[config.mk]
export PLATFORM = sky130hd
export DESIGN_NAME = hilo_ctrl
export DESIGN_NICKNAME = d
export VERILOG_FILES = /design/src/rtl/hilo_ctrl_pkg.sv /design/src/rtl/hilo_reg.sv /design/src/rtl/hilo_ctrl.sv
export SDC_FILE = /design/constraint.sdc
export NUM_CORES = 1
export LEC_CHECK = 0
export ABC_AREA = 1
export ABC_CLOCK_PERIOD_IN_PS = 1630
export CAP_MARGIN = 20
export CORE_MARGIN = 2
export CORE_UTILIZATION = 25
export CTS_BUF_LIST = sky130_fd_sc_hd__clkbuf_2 sky130_fd_sc_hd__clkbuf_4 sky130_fd_sc_hd__clkbuf_8
export DETAILED_ROUTE_END_ITERATION = 8
export SYNTH_ARGS = -nofsm -noshare
export SYNTH_HDL_FRONTEND = slang
export SYNTH_SLANG_ARGS = --single-unit
[constraint.sdc]
create_clock -name clk -period 1.63 [get_ports clk]
set_input_delay 0.4075 -clock clk [delete_from_list [all_inputs] [get_ports clk]]
set_output_delay 0.4075 -clock clk [all_outputs]
set_load 0.01 [all_outputs]
[src/rtl/hilo_ctrl_pkg.sv]
// Shared encodings and defaults for the HI/LO sequencer and its register.
package hilo_ctrl_pkg;

  localparam int unsigned XLEN            = 32;
  localparam int unsigned HILO_W          = 2 * XLEN;
  localparam int unsigned MUL_LAT_DEF     = 2;
  localparam int unsigned DIV_TIMEOUT_DEF = 40;
  localparam int unsigned MUL_CNT_W       = 3;

  typedef enum logic [2:0] {
    OP_MULT  = 3'd0,
    OP_MULTU = 3'd1,
    OP_DIV   = 3'd2,
    OP_DIVU  = 3'd3,
    OP_MTHI  = 3'd4,
    OP_MTLO  = 3'd5
  } op_e;

  typedef enum logic [1:0] {
    S_IDLE     = 2'd0,
    S_MUL_WAIT = 2'd1,
    S_DIV_WAIT = 2'd2,
    S_HOLD     = 2'd3
  } state_e;

endpackage

[src/rtl/hilo_reg.sv]
// 64-bit HI/LO register with independent half write enables.
module hilo_reg
  import hilo_ctrl_pkg::*;
(
  input  logic              clk,
  input  logic              rst,
  input  logic              hi_we,
  input  logic              lo_we,
  input  logic [HILO_W-1:0] wr_data,
  output logic [HILO_W-1:0] hilo
);

  always_ff @(posedge clk or negedge rst) begin
    if (!rst) begin
      hilo <= '0;
    end else begin
      if (hi_we) hilo[HILO_W-1:XLEN] <= wr_data[HILO_W-1:XLEN];
      if (lo_we) hilo[XLEN-1:0]      <= wr_data[XLEN-1:0];
    end
  end

endmodule

[src/rtl/hilo_ctrl.sv]
// EX-stage sequencer for multiply/divide/move-to-HI/LO; owns the HI/LO pair
// and stalls the pipeline while an arithmetic unit is working.
module hilo_ctrl
  import hilo_ctrl_pkg::*;
#(
  parameter int unsigned MUL_LAT     = MUL_LAT_DEF,
  parameter int unsigned DIV_TIMEOUT = DIV_TIMEOUT_DEF
) (
  input  logic              clk,
  input  logic              rst,
  input  logic              op_valid,
  input  logic [2:0]        op_code,
  input  logic [XLEN-1:0]   src_a,
  input  logic [XLEN-1:0]   src_b,
  input  logic              stallE,
  input  logic              flushE,
  output logic              mul_start,
  output logic              mul_signed,
  input  logic [HILO_W-1:0] mul_result,
  output logic              div_start,
  output logic              div_annul,
  output logic              div_signed,
  output logic [XLEN-1:0]   div_opa,
  output logic [XLEN-1:0]   div_opb,
  input  logic              div_ready,
  input  logic [HILO_W-1:0] div_result,
  output logic              busy_stall,
  output logic [HILO_W-1:0] hilo,
  output logic              err
);

  localparam int unsigned DIV_CNT_W = $clog2(DIV_TIMEOUT + 1);

  state_e                 state;
  logic [MUL_CNT_W-1:0]   mul_cnt;
  logic [DIV_CNT_W-1:0]   div_cnt;
  logic [HILO_W-1:0]      res_q;

  logic                   accept;
  logic                   is_mul;
  logic                   is_div;
  logic                   commit;
  logic                   hi_we;
  logic                   lo_we;
  logic [HILO_W-1:0]      wr_data;

  // Accept decode, launch pulse for the multiplier, stall request and HI/LO write port.
  always_comb begin
    accept     = (state == S_IDLE) && op_valid && !stallE && !flushE;
    is_mul     = (op_code == OP_MULT) || (op_code == OP_MULTU);
    is_div     = (op_code == OP_DIV)  || (op_code == OP_DIVU);
    mul_start  = accept && is_mul;
    mul_signed = mul_start && (op_code == OP_MULT);
    commit     = (state == S_HOLD) && !stallE && !flushE;
    // The commit cycle already releases the pipeline.
    busy_stall = (accept && (is_mul || is_div)) ||
                 (state == S_MUL_WAIT) || (state == S_DIV_WAIT) ||
                 ((state == S_HOLD) && stallE);
    hi_we      = commit || (accept && (op_code == OP_MTHI));
    lo_we      = commit || (accept && (op_code == OP_MTLO));
    wr_data    = commit ? res_q : {src_a, src_a};
  end

  // Sequencer, latency/timeout counters, divider launch registers and result buffer.
  always_ff @(posedge clk or negedge rst) begin
    if (!rst) begin
      state      <= S_IDLE;
      mul_cnt    <= '0;
      div_cnt    <= '0;
      res_q      <= '0;
      div_start  <= 1'b0;
      div_annul  <= 1'b0;
      div_signed <= 1'b0;
      div_opa    <= '0;
      div_opb    <= '0;
      err        <= 1'b0;
    end else begin
      div_start <= 1'b0;
      div_annul <= 1'b0;
      case (state)
        S_IDLE: begin
          if (accept && is_mul) begin
            mul_cnt <= MUL_CNT_W'(MUL_LAT);
            state   <= S_MUL_WAIT;
          end else if (accept && is_div) begin
            div_opa    <= src_a;
            div_opb    <= src_b;
            div_signed <= (op_code == OP_DIV);
            div_start  <= 1'b1;
            div_cnt    <= '0;
            state      <= S_DIV_WAIT;
          end
        end
        S_MUL_WAIT: begin
          if (flushE) begin
            state <= S_IDLE;
          end else begin
            mul_cnt <= mul_cnt - MUL_CNT_W'(1);
            // Counter reaches zero at this edge: product is valid now.
            if (mul_cnt == MUL_CNT_W'(1)) begin
              res_q <= mul_result;
              state <= S_HOLD;
            end
          end
        end
        S_DIV_WAIT: begin
          if (flushE) begin
            div_annul <= 1'b1;
            state     <= S_IDLE;
          end else if (div_ready) begin
            res_q <= div_result;
            state <= S_HOLD;
          end else if (div_cnt == DIV_CNT_W'(DIV_TIMEOUT - 1)) begin
            div_annul <= 1'b1;
            err       <= 1'b1;
            state     <= S_IDLE;
          end else begin
            div_cnt <= div_cnt + DIV_CNT_W'(1);
          end
        end
        S_HOLD: begin
          if (flushE || !stallE) state <= S_IDLE;
        end
        default: state <= S_IDLE;
      endcase
    end
  end

  hilo_reg u_hilo_reg (
    .clk     (clk),
    .rst     (rst),
    .hi_we   (hi_we),
    .lo_we   (lo_we),
    .wr_data (wr_data),
    .hilo    (hilo)
  );

endmodule
==> reports/summary.txt <==
Total routed wirelength = 39300 um
Wire length per cell = 17.6 um
Number of unique standard cell types used by synthesis = 24
CTS tree = done
Yosys Warn Count = 0
Type of element capturing the critical path = output port
Area of combinational cells with multiple inputs = 4440 um2
Ant diodes = 0
Pin count of the biggest net entering global routing = 50
Post-synthesis register bit count = 207
Violated checks = setup timing
Post-synth design cell area = 9550 um2
Placement row count = 71
Clock Latency Late Sink = 530 ps
DR pass1 iterations = 5
Clock skew = 13.7 ps
Antenna violations before repair = 0
Clock period minus worst slack = 2010 ps
DR iter-0 viols = 444
Total of buffers placed on input and output ports = 335
Average vias per placed instance = 4.43
Outcome = finished, violations left
Peak Freq = 0.497 GHz
Cell taking the most area after synthesis = sky130_fd_sc_hd__dfrtp_1
DIE AREA = 39800 um2
Vias in the first global route = 9619
Arrival time worst endpoint = 1600 ps
Post-synthesis average cell area = 7.58 um2
Critical Path Fanout Max = 4
Largest vdd supply drop = 600 uV
Cells after Synth = 1259
Fin worst setup slack = -382 ps
Placed cell area = 14200 um2
Max-capacitance violation count = 0
Final core area utilization = 0.447
Chip Height = 199 um
Transition time of the tightest slew-check pin = 618 ps
WS Path Type = register to output port
Headroom to the max-slew limit = 0.587
Number of top-level pins = 336
Power density over the cells = 1530 nW/um2
Count of unresolved DRC violations after routing = 0
Placeable Area = 37700 um2
Sequential element share of the synthesized area = 0.542
Total congestion overflow = 0
Slew Limit Fails = 0
Horizontal extent of the die = 199 um
Share of post-route cells with drive strength above 1 = 0.249
RSZ-0062 raised after global routing = true
Filler Cell Count = 3716
Most common library cell in the layout ignoring fill and taps = sky130_fd_sc_hd__nand2_1
Wire length of the first global-routing pass = 56800 um
Endpoints failing setup = 196
HPWL reported at the end of detailed placement = 24300 um
Final net count = 1905
Largest cells by area after synthesis = sky130_fd_sc_hd__dfrtp_1, sky130_fd_sc_hd__nand2_1, sky130_fd_sc_hd__o21ai_1, sky130_fd_sc_hd__nand3_1, sky130_fd_sc_hd__inv_1
Finished Cell Area = 16800 um2
Number of failing hold endpoints at the final stage = 0
Global placer's final weighted congestion = 0.812
Clock transition time at the flip-flop clock pins of the worst setup and hold paths = 60 ps
Worst min-delay path class = input port to async pin
Commonest non-fill, non-tap cells in the layout = sky130_fd_sc_hd__nand2_1, sky130_fd_sc_hd__dfrtp_1, sky130_fd_sc_hd__clkdlybuf4s50_1
Final cycle utilization of the critical path = 1.23
Maximum count of clock buffers along a single path = 3
Setup crit start kind = register
Overall global routing resource usage = 0.189
Buffer cell driving the clock tree root = sky130_fd_sc_hd__clkbuf_8
Area share of the leading cell type in the synthesized netlist = 0.542
Leakage power = 8.41 nW
Synthesis-to-finish area growth = 76.4%
Net count of the mapped netlist = 1463
Inserted Clock Buffers = 40
Critical path data required time = 1220 ps
Detailed-route via count = 9923
Clock tree sinks = 207
Register area = 5180 um2
Post-route ant nets = 0
Initial core utilization = 0.254
# H-tree levels = 2
Register-to-Register Setup Slack = -240 ps
==> synth_stat cells <==
library cell / number
sky130_fd_sc_hd__clkbuf_1: 27
sky130_fd_sc_hd__nand2_2: 2
sky130_fd_sc_hd__a31oi_1: 1
sky130_fd_sc_hd__nand4_1: 4
sky130_fd_sc_hd__buf_4: 8
sky130_fd_sc_hd__o21bai_1: 1
sky130_fd_sc_hd__buf_2: 35
sky130_fd_sc_hd__a21oi_1: 3
sky130_fd_sc_hd__ha_1: 3
sky130_fd_sc_hd__nand3_1: 76
sky130_fd_sc_hd__buf_1: 1
sky130_fd_sc_hd__nand3_2: 1
sky130_fd_sc_hd__nor3b_1: 1
sky130_fd_sc_hd__inv_2: 4
sky130_fd_sc_hd__dfrtp_1: 207
sky130_fd_sc_hd__o21ai_1: 128
sky130_fd_sc_hd__o21ai_0: 10
sky130_fd_sc_hd__inv_1: 76
sky130_fd_sc_hd__or2_2: 2
sky130_fd_sc_hd__a21o_1: 1
sky130_fd_sc_hd__nor2_1: 10
sky130_fd_sc_hd__and3_2: 1
sky130_fd_sc_hd__nor2_2: 2
sky130_fd_sc_hd__nand2_1: 655
==> routing by layer <==
metal / up-vias / global-route usage / part of all wire / routed length, um
li1: 4828 / - / - / -
met1: 4735 / 0.245 / 0.43 / 16900
met3: 48 / 0.0380 / 0.064 / 2530
met5: - / 0 / 0 / 0
met2: 312 / 0.323 / 0.49 / 19200
met4: 0 / 0.0475 / 0.018 / 693
==> critical path, cell delays in order (launching register included) <==
cell	delay (ps)
sky130_fd_sc_hd__dfrtp_1	400
sky130_fd_sc_hd__nor2_4	130
sky130_fd_sc_hd__buf_6	120
sky130_fd_sc_hd__and3_4	180
sky130_fd_sc_hd__a21oi_2	50
sky130_fd_sc_hd__nand3_1	60
sky130_fd_sc_hd__buf_2	130
==> stage by stage <==
stage	instances	hold WS (ps)	setup TNS [ps]	worst slack, ps	power, mW
after detailed placement	2121	312	-86190	-712	19.6
after global routing	2238	368	-44820	-465	27.6
after global placement	2121	315	-79350	-672	19.3
after floorplan	1259	112	0	116	13.5
after CTS	2232	326	-32940	-415	25.8
final	2238	367	-28190	-382	25.7
==> where the power goes <==
part	leakage (nW)	internal (mW)	total (mW)	switching, mW
logic	5.30	5.24	11.3	6.03
registers	2.65	7.46	8.66	1.20
clock network	0.464	3.51	5.76	2.25
==> worst paths after layout <==
| path | from | cells after the start | to |
|---|---|---|---|
| setup / recovery | state[1]$_DFFE_PN0P_ | 6 | busy_stall |
| hold reg to reg | div_opb[7]$_DFFE_PN0P_ | 2 | div_opb[7]$_DFFE_PN0P_ |
| setup reg to reg | state[1]$_DFFE_PN0P_ | 11 | div_opb[17]$_DFFE_PN0P_ |
| min in group clk | src_b[5] | 3 | div_opb[5]$_DFFE_PN0P_ |
| max in group asynchronous | rst | 3 | u_hilo_reg.hilo[41]$_DFFE_PN0P_ |
| hold / removal | rst | 2 | div_opb[0]$_DFFE_PN0P_ |
==> what timing repair did <==
action                     CTS  global route
gates resized for setup    440           135
hold endpoints to repair    28             0
setup endpoints to repair  296           251
hold buffers                 1             0
setup buffers               23             5
cloned                      22             8
pin swaps                    9            41
==> cell type report <==
class                      count  area share
timing repair buffer         469       0.318
sequential                   207       0.307
multi-input combinational    902       0.264
clock buffer                  60      0.0438
tap                          511      0.0380
inverter                      80      0.0195
clock inverter                 8     0.00847
timing repair inverter         1    0.000966
==> cells by family after synthesis <==
group	after synthesis	synth area share
AND/OR/NAND/NOR	754	0.310
flip-flops	207	0.542
buffers and inverters	151	0.0671
AO/OA/AOI/OAI	144	0.0761
adder cells (fa/ha/maj)	3	0.00393
Note: power is estimated with default switching activity, not from simulation.
